## src/rtl/tel_pkg.sv

```systemverilog
// Shared types and constants for the telemetry readout sequencer.
// TEL_CHECKSUM_EN (in tel_readout_seq) appends a 16-bit checksum word to each frame.
package tel_pkg;

    typedef enum logic [2:0] {
        ST_IDLE = 3'd0,
        ST_HDR  = 3'd1,
        ST_CNT  = 3'd2,
        ST_RD   = 3'd3,
        ST_CAP  = 3'd4,
        ST_XFER = 3'd5,
        ST_SUM  = 3'd6
    } tel_state_e;

    localparam logic [15:0] HEADER_WORD_DEF = 16'hEB90;
    localparam logic [7:0]  FIRST_ADDR_DEF  = 8'h19;
    localparam logic [7:0]  LAST_ADDR_DEF   = 8'h3B;

    localparam int MON_WORDS         = int'(LAST_ADDR_DEF) - int'(FIRST_ADDR_DEF) + 1;
    localparam int FRAME_WORDS_PLAIN = MON_WORDS + 2;
    localparam int FRAME_WORDS_SUM   = MON_WORDS + 3;

    // Frame checksum is a plain modulo-2^16 sum of count word and monitor words.
    function automatic logic [15:0] csum_add(input logic [15:0] acc, input logic [15:0] word);
        return acc + word;
    endfunction

endpackage

```

## src/rtl/tel_period_timer.sv

```systemverilog
// Free-running request timer: counts 0..PERIOD_CYC-1 while enabled and
// flags the wrap cycle; disabling holds the count at zero.
module tel_period_timer #(
    parameter int PERIOD_CYC = 50_000_000
) (
    input  logic clk_in,
    input  logic rst_in,
    input  logic tick_en_in,
    output logic wrap_out
);

    localparam int            CW       = $clog2(PERIOD_CYC);
    localparam logic [CW-1:0] LAST_CNT = CW'(PERIOD_CYC - 1);
    localparam logic [CW-1:0] ONE_CNT  = CW'(1);

    logic [CW-1:0] cnt_r;

    // Period counter, cleared by reset or when the timer is disabled.
    always_ff @(posedge clk_in) begin
        if (rst_in) begin
            cnt_r <= '0;
        end else if (!tick_en_in) begin
            cnt_r <= '0;
        end else if (cnt_r == LAST_CNT) begin
            cnt_r <= '0;
        end else begin
            cnt_r <= cnt_r + ONE_CNT;
        end
    end

    assign wrap_out = tick_en_in && (cnt_r == LAST_CNT);

endmodule

```

## src/rtl/tel_readout_seq.sv

```systemverilog
// Telemetry readout sequencer: walks the monitor window and streams one framed packet
// per granted request. Define TEL_CHECKSUM_EN to append a checksum word to each frame.
module tel_readout_seq
    import tel_pkg::*;
#(
    parameter int          PERIOD_CYC  = 50_000_000,
    parameter logic [7:0]  FIRST_ADDR  = FIRST_ADDR_DEF,
    parameter logic [7:0]  LAST_ADDR   = LAST_ADDR_DEF,
    parameter logic [15:0] HEADER_WORD = HEADER_WORD_DEF
) (
    input  logic        clk_in,
    input  logic        rst_in,
    input  logic        tick_en_in,
    input  logic        cmd_req_in,
    output logic        mon_rd_out,
    output logic [7:0]  mon_addr_out,
    input  logic [15:0] mon_data_in,
    output logic [15:0] tel_data_out,
    output logic        tel_valid_out,
    input  logic        tel_ready_in,
    output logic        tel_sof_out,
    output logic        tel_eof_out,
    output logic        busy_out,
    output logic [15:0] frame_cnt_out,
    output logic [7:0]  drop_cnt_out
);

    tel_state_e  state_r;
    logic        pend_tmr_r, pend_cmd_r;
    logic [7:0]  drop_cnt_r;
    logic [15:0] frame_cnt_r;
    logic        mon_rd_r, tel_valid_r, tel_sof_r, tel_eof_r, busy_r;
    logic [7:0]  mon_addr_r;
    logic [15:0] tel_data_r;
`ifdef TEL_CHECKSUM_EN
    logic [15:0] sum_r;
`endif

    logic       timer_wrap_s, start_s, xfer_s;
    logic [1:0] drop_inc_s;
    logic [8:0] drop_sum_s;
    logic [7:0] drop_next_s;

    tel_period_timer #(.PERIOD_CYC(PERIOD_CYC)) u_timer (
        .clk_in     (clk_in),
        .rst_in     (rst_in),
        .tick_en_in (tick_en_in),
        .wrap_out   (timer_wrap_s)
    );

    // Grant, handshake and saturating drop accounting.
    always_comb begin
        start_s    = (state_r == ST_IDLE) && (pend_tmr_r || pend_cmd_r);
        xfer_s     = tel_valid_r && tel_ready_in;
        drop_inc_s = {1'b0, timer_wrap_s && pend_tmr_r && !start_s}
                   + {1'b0, cmd_req_in && pend_cmd_r && !start_s};
        drop_sum_s = {1'b0, drop_cnt_r} + {7'b0000000, drop_inc_s};
        if (drop_sum_s[8]) begin
            drop_next_s = 8'hFF;
        end else begin
            drop_next_s = drop_sum_s[7:0];
        end
    end

    // One-deep pending flags; a grant clears both, a same-cycle request re-arms its flag.
    always_ff @(posedge clk_in) begin
        if (rst_in) begin
            pend_tmr_r <= 1'b0;
            pend_cmd_r <= 1'b0;
            drop_cnt_r <= 8'h00;
        end else begin
            pend_tmr_r <= timer_wrap_s || (pend_tmr_r && !start_s);
            pend_cmd_r <= cmd_req_in || (pend_cmd_r && !start_s);
            drop_cnt_r <= drop_next_s;
        end
    end

    // Frame sequencer with registered stream and monitor-port outputs.
    always_ff @(posedge clk_in) begin
        if (rst_in) begin
            state_r     <= ST_IDLE;
            mon_rd_r    <= 1'b0;
            mon_addr_r  <= 8'h00;
            tel_data_r  <= 16'h0000;
            tel_valid_r <= 1'b0;
            tel_sof_r   <= 1'b0;
            tel_eof_r   <= 1'b0;
            busy_r      <= 1'b0;
            frame_cnt_r <= 16'h0000;
`ifdef TEL_CHECKSUM_EN
            sum_r       <= 16'h0000;
`endif
        end else begin
            case (state_r)
                ST_IDLE: if (start_s) begin
                    tel_data_r  <= HEADER_WORD;
                    tel_valid_r <= 1'b1;
                    tel_sof_r   <= 1'b1;
                    busy_r      <= 1'b1;
                    state_r     <= ST_HDR;
                end
                ST_HDR: if (xfer_s) begin
                    tel_data_r <= frame_cnt_r;
                    tel_sof_r  <= 1'b0;
`ifdef TEL_CHECKSUM_EN
                    sum_r      <= frame_cnt_r;
`endif
                    state_r    <= ST_CNT;
                end
                ST_CNT: if (xfer_s) begin
                    tel_valid_r <= 1'b0;
                    mon_rd_r    <= 1'b1;
                    mon_addr_r  <= FIRST_ADDR;
                    state_r     <= ST_RD;
                end
                ST_RD: begin
                    mon_rd_r <= 1'b0;
                    state_r  <= ST_CAP;
                end
                ST_CAP: begin
                    tel_data_r  <= mon_data_in;
                    tel_valid_r <= 1'b1;
`ifdef TEL_CHECKSUM_EN
                    sum_r       <= csum_add(sum_r, mon_data_in);
                    tel_eof_r   <= 1'b0;
`else
                    tel_eof_r   <= (mon_addr_r == LAST_ADDR);
`endif
                    state_r     <= ST_XFER;
                end
                ST_XFER: if (xfer_s) begin
                    if (mon_addr_r == LAST_ADDR) begin
`ifdef TEL_CHECKSUM_EN
                        tel_data_r  <= sum_r;
                        tel_eof_r   <= 1'b1;
                        state_r     <= ST_SUM;
`else
                        tel_valid_r <= 1'b0;
                        tel_eof_r   <= 1'b0;
                        busy_r      <= 1'b0;
                        frame_cnt_r <= frame_cnt_r + 16'd1;
                        state_r     <= ST_IDLE;
`endif
                    end else begin
                        tel_valid_r <= 1'b0;
                        mon_rd_r    <= 1'b1;
                        mon_addr_r  <= mon_addr_r + 8'd1;
                        state_r     <= ST_RD;
                    end
                end
`ifdef TEL_CHECKSUM_EN
                ST_SUM: if (xfer_s) begin
                    tel_valid_r <= 1'b0;
                    tel_eof_r   <= 1'b0;
                    busy_r      <= 1'b0;
                    frame_cnt_r <= frame_cnt_r + 16'd1;
                    state_r     <= ST_IDLE;
                end
`endif
                default: state_r <= ST_IDLE;
            endcase
        end
    end

    assign mon_rd_out    = mon_rd_r;
    assign mon_addr_out  = mon_addr_r;
    assign tel_data_out  = tel_data_r;
    assign tel_valid_out = tel_valid_r;
    assign tel_sof_out   = tel_sof_r;
    assign tel_eof_out   = tel_eof_r;
    assign busy_out      = busy_r;
    assign frame_cnt_out = frame_cnt_r;
    assign drop_cnt_out  = drop_cnt_r;

endmodule

```

## config.mk

```make
export PLATFORM = sky130hd
export DESIGN_NAME = tel_readout_seq
export DESIGN_NICKNAME = d
export VERILOG_FILES = /design/src/rtl/tel_pkg.sv /design/src/rtl/tel_period_timer.sv /design/src/rtl/tel_readout_seq.sv
export SDC_FILE = /design/constraint.sdc
export NUM_CORES = 1
export LEC_CHECK = 0
export BUFFER_PORTS_ARGS = -buffer_cell sky130_fd_sc_hd__buf_4
export CAP_MARGIN = 20
export CORE_ASPECT_RATIO = 0.8
export CORE_MARGIN = 8
export CORE_UTILIZATION = 49
export CTS_CLUSTER_DIAMETER = 30
export CTS_CLUSTER_SIZE = 24
export DETAILED_ROUTE_END_ITERATION = 12
export PLACE_DENSITY_LB_ADDON = 0.15
export SYNTH_ARGS = -nofsm -noshare
export SYNTH_HDL_FRONTEND = slang
export SYNTH_SLANG_ARGS = --single-unit
```

## constraint.sdc

```tcl
create_clock -name clk_in -period 4.5 [get_ports clk_in]
set_input_delay 0.225 -clock clk_in [delete_from_list [all_inputs] [get_ports clk_in]]
set_output_delay 0.225 -clock clk_in [all_outputs]
set_load 0.02 [all_outputs]
```

# After elaboration in Yosys (flattened, before gate mapping)
# Cells that the tools add are included.
[op_classes] add_sub_neg=5 eq_ne=14 n_mux=26 n_bitwise=1 reduce_logical=32
[ops] cell="$pmux W16 S3" n=1
[ops] cell="$mux W16" n=2
[ops] cell="$mux W8" n=4
[ops] cell="$add A26 B1 Y26 const B" n=1
[ops] cell="$eq A26 B26 Y1 const B" n=1
[ops] cell="$pmux W3 S6" n=1
[ops] cell="$add A16 B1 Y16 const B" n=1
[ops] cell="$pmux W8 S2" n=1
[ops] cell="$reduce_and A4 Y1" n=4
[ops] cell="$reduce_and A3 Y1" n=5
[ops] cell="$mux W3" n=4
[ops] cell="$ne A2 B2 Y1 const B" n=6
[ops] cell="$add A8 B2 Y9" n=1
[ops] cell="$logic_and A1 B1 Y1" n=9
[ops] cell="$reduce_bool A3 Y1" n=3
[ops] cell="$add A8 B1 Y8 const B" n=1
[ops] cell="$eq A8 B6 Y1 const B" n=1
[ops] cell="$reduce_bool A2 Y1" n=4
[ops] cell="$mux W1" n=7
[ops] cell="$eq A3 B2 Y1 const B" n=2
[ops] cell="$eq A3 B3 Y1 const B" n=2
[ops] cell="$pmux W1 S2" n=3
[ops] cell="$pmux W1 S3" n=2
[ops] cell="$eq A3 B1 Y1 const B" n=1
[ops] cell="9 further kinds" n=11
[totals] register_bits=84 out_inout_bits=53

# Longest topological paths before layout
# Gate-level depths: netlist of run 1.
[depth] depth_word=7 depth_mapped=10

# By module
# A second synthesis of run 1 with hierarchy kept.
[hier_totals] hier_cells=465 area_unflattened_um2=3926.3
[by_module_without_submodules] module="tel_readout_seq" instances=1 cells_each=322 area_per_inst_um2=2722.6 seq_area_each_um2=1161.1
[by_module_without_submodules] module="tel_period_timer" instances=1 cells_each=143 area_per_inst_um2=1203.7 seq_area_each_um2=520.5

# Worst setup path after synthesis of run 1
# OpenSTA, ideal clock, no wires.
[synth_path] path_kind="reg-to-reg" startpoint="register state_r[0]" endpoint="register drop_cnt_r[5] (netlist: drop_cnt_out[5])" t_arrival_ps=2514 path_slack_ps=1916 path_stages_with_launch=10 synth_period_minus_slack_ps=2584 path_cell_list="dfxtp_1 -> buf_2 -> clkbuf_1 -> or3_1 -> and3_1 -> fa_1 -> and4_1 -> and3_1 -> or2_2 -> a21oi_1"
[synth_via] elab_chain_len=7
[synth_lines] item="start: declaration" line_no="tel_readout_seq.sv:28" rtl="tel_state_e state_r;"
[synth_lines] item="start signal: assignment" line_no="tel_readout_seq.sv:81" rtl="state_r <= ST_IDLE;"
[synth_lines] item="start signal: assignment" line_no="tel_readout_seq.sv:100" rtl="state_r <= ST_HDR;"
[synth_lines] item="start signal: assignment" line_no="tel_readout_seq.sv:108" rtl="state_r <= ST_CNT;"
[synth_lines] item="$logic_not A3 Y1 *" line_no="tel_readout_seq.sv:53" rtl="start_s = (state_r == ST_IDLE) && (pend_tmr_r || pend_cmd_r);"
[synth_lines] item="$logic_and A1 B1 Y1 *" line_no="tel_readout_seq.sv:53"
[synth_lines] item="$logic_not A1 Y1 *" line_no="tel_readout_seq.sv:55, tel_readout_seq.sv:56"
[synth_lines] item="$logic_and A1 B1 Y1 (on tied branches)" line_no="tel_readout_seq.sv:55, tel_readout_seq.sv:56"
[synth_lines] item="$add A1 B1 Y2 *" line_no="tel_readout_seq.sv:56" rtl="+ {1'b0, cmd_req_in && pend_cmd_r && !start_s};"
[synth_lines] item="$add A8 B2 Y9 *" line_no="tel_readout_seq.sv:57" rtl="drop_sum_s = {1'b0, drop_cnt_r} + {7'b0000000, drop_inc_s};"
[synth_lines] item="$mux W8 *" line_no="tel_readout_seq.sv:58" rtl="if (drop_sum_s[8]) begin"
[synth_lines] item="end signal: assignment" line_no="tel_readout_seq.sv:74" rtl="drop_cnt_r <= drop_next_s;"
[synth_lines] item="end: declaration" line_no="tel_readout_seq.sv:30" rtl="logic [7:0] drop_cnt_r;"
# Every way passes the cells marked *; elsewhere a longest branch is shown, timed or not.
# A chain may end at the register's enable or synchronous reset.

# Final worst setup path of run 1
[layout_path] startpoint="register u_timer.cnt_r[0]" endpoint="register drop_cnt_r[4] (netlist: drop_cnt_out[4])"
[layout_via] elab_chain_len=7
[layout_lines] item="start: declaration" line_no="tel_period_timer.sv:16" rtl="logic [CW-1:0] cnt_r;"
[layout_lines] item="start signal: assignment" line_no="tel_period_timer.sv:27" rtl="cnt_r <= cnt_r + ONE_CNT;"
[layout_lines] item="$eq A26 B26 Y1" line_no="tel_period_timer.sv:31" rtl="assign wrap_out = tick_en_in && (cnt_r == LAST_CNT);"
[layout_lines] item="$logic_and A1 B1 Y1" line_no="tel_period_timer.sv:31"
[layout_lines] item="$logic_and A1 B1 Y1 (2 in series)" line_no="tel_readout_seq.sv:55" rtl="drop_inc_s = {1'b0, timer_wrap_s && pend_tmr_r && !start_s}"
[layout_lines] item="$add A1 B1 Y2" line_no="tel_readout_seq.sv:56"
[layout_lines] item="$add A8 B2 Y9" line_no="tel_readout_seq.sv:57"
[layout_lines] item="$mux W8" line_no="tel_readout_seq.sv:58"
# Every way passes these cells.

==> results.py, run 1 <==
metrics = {
    "run_status": {
        "status": "finished, final reports clean",
    },
    "grt": {
        "grt_use_met2": 0.294,
        "grt_pass1_wl_um": 17000,
        "grt_pass1_vias": 3490,
        "grtUsageMet3": 0.0398,
        "antenna_found_initial": 0,
        "gr-usage-met1": 0.264,
        "grt_usage": 0.190,
        "grt_max_degree": 56,
        "grt-ovfl-total": 0,
        "busiest_layer": "met2",
    },
    "worst_setup_path": {
        "crit_type": "reg -> reg",
        "end_kind": "flop",
        "worst_setup_path_start_kind": "flop",
        "max_stage_delay_ns": 0.48,
        "r2r_cells": 10,
        "cp_cell_sequence": "ha_1 -> and4_1 -> nand2_1 -> or4_1 -> nor2_1 -> fa_1 -> and4_1 -> and3_1 -> nand3_1 -> a21oi_1",
        "cp_data_required_time_ns": 4.79,
        "critPathSlowestCell": "or4_1",
        "critPathMostFrequentCell": "and4_1",
        "critPathArrivalTime_ns": 3.26,
        "crit_fanout": 6,
    },
    "clock_tree": {
        "numCtsBuffers": 9,
        "htree_levels": 3,
        "numClockSinks": 84,
        "post_cts_resize_count": 0,
        "cts_tree": "built",
        "clock-root-buffer": "clkbuf_8",
        "ctsHoldBuffers": 0,
        "cts_buffer_depth": 2,
        "clkSlewWorstSetupHoldPaths_ns": 0.09,
        "worstSkewPairLatency_ns": 0.36,
        "postCtsSetupBuffers": 0,
    },
    "yosys": {
        "syn_area_per_cell_um2": 8.49,
        "synth_area_leaders": "dfxtp_1, a21oi_1, or4_1, o31ai_1, nand2_1",
        "yosys-top-cells-count": "dfxtp_1, a21oi_1, nand2_1, nor2_1, or4_1",
        "yosys_register_bits": 84,
        "synthCells": 468,
        "yosysSeqAreaShare": 0.423,
        "synthesis.nets": 493,
        "yosysMostFrequentCell": "dfxtp_1",
        "synthArstFlopShare": 0,
        "synth.cell_area_um2": 3970,
        "synth_edf_count": 0,
        "synth_top_area_share": 0.423,
        "synth_flop_cell": "dfxtp_1",
        "synth_area_leader_cell": "dfxtp_1",
        "yosysUniqueCellTypes": 56,
        "yosys_warnings": 0,
    },
    "detailed_routing": {
        "routed_via_density": 5.88,
        "drc": 0,
        "wirelength_um": 10500,
        "avgRoutedWirePerCell_um": 16.4,
        "drtIter0Drc": 257,
        "first_pass_iters": 4,
        "vias": 3757,
        "ant_nets": 0,
    },
    "layout": {
        "final_nets": 551,
        "drive_gt1_frac": 0.188,
        "antennaDiodeCount": 0,
        "register_area_um2": 1680,
        "multi_input_area_um2": 2140,
        "areaGrowthSynthToFinish_pct": 19.4,
        "fin_util": 0.600,
        "n_fill_cell": 757,
    },
    "floorplan": {
        "start_util": 0.502,
        "die_area_um2": 11300,
        "die_height_um": 96.5,
        "die_w_um": 117,
        "core-area_um2": 7910,
        "io_pins": 74,
        "rows": 29,
    },
    "sta": {
        "finalCriticalPeriod_ns": 2.96,
        "fin_crit_sh": 0.658,
        "max_slew_margin": 0.342,
        "hold_violations": 0,
        "tightest_slew_ns": 0.979,
        "setup_ws_ns": 1.54,
        "maxSlewViolCount": 0,
        "fmax_mhz": 338,
        "finClkSkew_ns": 0.0109,
        "timing.setup.tns_ns": 0,
        "setup_viol": 0,
        "rsz0062_at_grt": "false",
    },
    "power": {
        "vdd_drop_max_uv": 220,
        "p_leak_nw": 1.69,
        "power.density_nw_per_um2": 294,
    },
    "placement": {
        "port_buffers": 73,
        "pre_cts_ws_ns": 1.58,
        "gp_congestion": 0.821,
        "dp_hpwl_um": 7630,
    },
    "worst_hold_path": {
        "hold_class": "in -> reg",
        "hold_depth": 3,
    },
    "job": {
        "drv_cap": 0,
    },
}
==> cell usage in the layout (no fill, tap or decap), types with 2 or more instances in the layout <==
master,n
a22o_1,8
nor4_1,4
or2_2,3
nand3_1,22
nand2_1,35
clkinv_4,3
o22ai_1,9
o31ai_1,19
o211ai_1,2
clkbuf_8,10
xor2_1,6
buf_4,74
and4_1,5
nor2b_1,4
inv_1,13
nand3b_1,4
or4_1,23
nand4_1,14
o21ai_0,13
and2_1,4
a211oi_1,9
o221a_2,2
o32a_1,2
and3_1,4
a31oi_1,2
nor2_1,35
nor3_1,6
dfxtp_1,84
a21oi_1,59
or3_1,9
xnor2_1,11
ha_1,3
nand2b_1,2
a21o_1,2
and3b_1,2
==> where the power goes <==
group          leakage [nW]  switching [mW]  total (mW)  internal [mW]
logic                 0.914          0.0706       0.119         0.0487
clock network        0.0928           0.283       0.502          0.219
registers             0.680          0.0158       0.774          0.758
total                  1.69           0.370        1.40           1.03
==> worst paths after layout <==
| path | startpoint | endpoint | slack (ns) |
|---|---|---|---|
| setup / recovery | u_timer.cnt_r[0]$_SDFF_PP0_ | drop_cnt_out[4]$_SDFF_PP0_ | 1.54 |
| hold / removal | cmd_req_in | pend_cmd_r$_SDFF_PP0_ | 0.10 |
| hold reg to reg | u_timer.cnt_r[0]$_SDFF_PP0_ | u_timer.cnt_r[0]$_SDFF_PP0_ | 0.46 |
| setup reg to reg | u_timer.cnt_r[0]$_SDFF_PP0_ | drop_cnt_out[4]$_SDFF_PP0_ | 1.54 |
==> area by class of cell <==
cell class / count / area share
Tap cell: 108 / 0.0285
Timing Repair Buffer: 74 / 0.117
Sequential cell: 84 / 0.355
Clock buffer: 10 / 0.0290
Multi-Input combinational cell: 344 / 0.451
Clock inverter: 6 / 0.0100
Inverter: 13 / 0.0103
==> critical path, delay by kind of cell (launching register included) <==
kind	cells	cell delay, ns
flip-flops	1	0.36
adder cells (fa/ha/maj)	2	0.52
AND/OR/NAND/NOR	7	1.83
AO/OA/AOI/OAI	1	0.20
==> routing by layer <==
metal	vias up	routed length [µm]
met2	103	4520
met4	0	77
met1	1771	5170
met3	6	714
li1	1877	-
met5	-	0
==> logic make-up (layout without fill, tap and decap cells) <==
group / after synthesis / after routing / share of synthesized area
adder cells (fa/ha/maj): 4 / 4 / 0.0145
AND/OR/NAND/NOR: 183 / 183 / 0.257
XOR/XNOR: 17 / 17 / 0.0375
flip-flops: 84 / 84 / 0.423
AO/OA/AOI/OAI: 139 / 139 / 0.223
multiplexers: 1 / 1 / 0.00252
buffers and inverters: 40 / 103 / 0.0425
==> state kept, by name (all words and copies together), names as in the netlist, 3 cells and up <==
signal	count
u_timer.cnt_r	26
frame_cnt_out	16
tel_data_out	16
mon_addr_out	8
state_r	3
drop_cnt_out	8
==> per-stage QoR <==
step | total power [mW] | hold WS (ns) | instances | instance area [µm²]
2_1_floorplan | 0.859 | 0.342 | 468 | 3970
3_3_place_gp | 0.908 | 0.432 | 623 | 4560
3_5_place_dp | 0.911 | 0.449 | 623 | 4560
4_1_cts | 1.41 | 0.0950 | 639 | 4740
5_1_grt | 1.45 | 0.143 | 639 | 4740
6_report | 1.40 | 0.100 | 639 | 4740
(Power assumes the default switching activity.)
==> run 2, diff against run 1 <==
==> constraint.sdc (replaced) <==
create_clock -name clk_in -period 2.5 [get_ports clk_in]
set_input_delay 0.125 -clock clk_in [delete_from_list [all_inputs] [get_ports clk_in]]
set_output_delay 0.125 -clock clk_in [all_outputs]
set_load 0.02 [all_outputs]
==> results.py, run 2 (synthesis results as in run 1) <==
metrics = {
    "run_status": {
        "status": "finished, final reports clean",
    },
    "grt": {
        "grt_pass1_vias": 3581,
        "antenna_found_initial": 0,
        "grt-ovfl-total": 0,
        "grt_usage": 0.198,
        "grt_max_degree": 56,
        "grt_pass1_wl_um": 17600,
    },
    "sta": {
        "fmax_mhz": 413,
        "maxSlewViolCount": 0,
        "fin_hold_ws_ns": 0.0717,
        "fin_crit_sh": 0.970,
        "tightest_slew_ns": 0.596,
        "setup_ws_ns": 0.0762,
        "finClkSkew_ns": 0.0121,
        "finalCriticalPeriod_ns": 2.42,
        "setup_viol": 0,
        "hold_violations": 0,
        "max_slew_margin": 0.603,
    },
    "placement": {
        "pre_cts_ws_ns": -0.0765,
        "gp_congestion": 0.825,
        "port_buffers": 73,
        "placed_cells_incl_taps": 657,
        "dp_hpwl_um": 7890,
    },
    "detailed_routing": {
        "drc": 0,
        "vias": 3883,
        "ant_nets": 0,
        "avgRoutedWirePerCell_um": 16.3,
        "first_pass_iters": 4,
        "routed_via_density": 5.78,
        "wirelength_um": 11000,
        "drtIter0Drc": 314,
    },
    "power": {
        "power.density_nw_per_um2": 493,
        "vdd_drop_max_uv": 320,
        "p_leak_nw": 1.85,
    },
    "clock_tree": {
        "worstSkewPairLatency_ns": 0.36,
        "clkSlewWorstSetupHoldPaths_ns": 0.08,
        "cts_tree": "built",
        "cts_buffer_depth": 2,
        "numCtsBuffers": 9,
        "numClockSinks": 84,
        "clock-root-buffer": "clkbuf_8",
        "htree_levels": 3,
    },
    "worst_setup_path": {
        "r2r_slack_ns": 0.08,
        "critPathArrivalTime_ns": 2.72,
        "crit_fanout": 6,
        "worst_setup_path_start_kind": "flop",
        "end_kind": "flop",
        "crit_type": "reg -> reg",
        "cp_data_required_time_ns": 2.79,
        "r2r_start": "u_timer.cnt_r[0]$_SDFF_PP0_",
        "worstSetupStartpoint": "u_timer.cnt_r[0]$_SDFF_PP0_",
    },
    "layout": {
        "top_register": "u_timer.cnt_r",
        "n_fill_cell": 708,
        "stdcell_count": 672,
        "final_nets": 586,
        "fin_util": 0.637,
        "antennaDiodeCount": 0,
        "final_common_cell": "buf_4",
        "largest_register_ffs": 26,
        "areaGrowthSynthToFinish_pct": 26.9,
        "drive_gt1_frac": 0.259,
        "multi_input_area_um2": 2190,
        "most-common-layout-cells": "buf_4, dfxtp_1, a21oi_1",
        "register_area_um2": 1680,
    },
    "floorplan": {
        "die_w_um": 117,
        "die_height_um": 96.5,
        "rows": 29,
        "io_pins": 74,
        "start_util": 0.502,
        "die_area_um2": 11300,
        "core-area_um2": 7910,
    },
    "worst_hold_path": {
        "min_from": "tick_en_in",
        "hold_class": "in -> reg",
    },
    "job": {
        "drv_cap": 0,
    },
}
run 2: changes by cell type in the layout (fill, tap and decap cells not counted), sizes merged:
cell | before | now
clkinvlp | 1 | 3
dlygate4sd3 | 0 | 1
buf | 74 | 108
clkinv | 4 | 1
inv | 14 | 13
run 2: final timing paths:
path                                                      to  depth (start not counted)
worst max-delay path              drop_cnt_out[3]$_SDFF_PP0_                         10
worst min-delay path             u_timer.cnt_r[2]$_SDFF_PP0_                          3
worst max register to register    drop_cnt_out[3]$_SDFF_PP0_                         10
worst min register to register  tel_data_out[5]$_SDFFE_PP0P_                          2
run 2: cell type report:
class / instances / share of cell area
multi-input cells: 344 / 0.434
flip-flops and latches: 84 / 0.334
well taps: 108 / 0.0268
clock buffers: 10 / 0.0273
clock inverters: 4 / 0.00546
inverters: 13 / 0.00968
repair buffers: 109 / 0.163
run 2: repair_timing:
item,CTS,global route
hold buffers,1,0
setup buffers,0,0
setup endpoints to repair,7,7
pin swaps,1,0
hold endpoints to repair,1,0
resized for setup,3,10
gates cloned,0,0
run 2: worst max-delay path, cell delays in order (launching register included):
cell and delay (ns):
dfxtp_1 0.36, ha_2 0.19, and4_4 0.24, nand2_1 0.07, or4_4 0.45, nor2_4 0.12, fa_2 0.21, and4_4 0.23
and3_4 0.22, nand3_4 0.11, a21oi_1 0.15
run 2: metal layers:
metal	share of wire	wire length, µm	vias to the layer above	track usage
met4	0.014	157	0	0.0627
met2	0.45	4930	90	0.306
met3	0.060	653	15	0.0503
met1	0.48	5220	1848	0.265
li1	-	-	1930	-
met5	0	0	-	0
run 2: stage by stage:
stage	cell area [µm²]	setup TNS (ns)	total power, mW
6_report	5040	0	2.48
5_1_grt	5040	-0.0678	2.59
4_1_cts	5000	0	2.50
3_5_place_dp	4820	-0.360	1.65
3_3_place_gp	4820	-0.0273	1.65
2_1_floorplan	3990	0	1.55
run 2: report_power, final:
part / internal, mW / switching, mW / total (mW)
sequential: 1.36 / 0.0200 / 1.38
combinational: 0.101 / 0.141 / 0.242
clock: 0.375 / 0.482 / 0.856
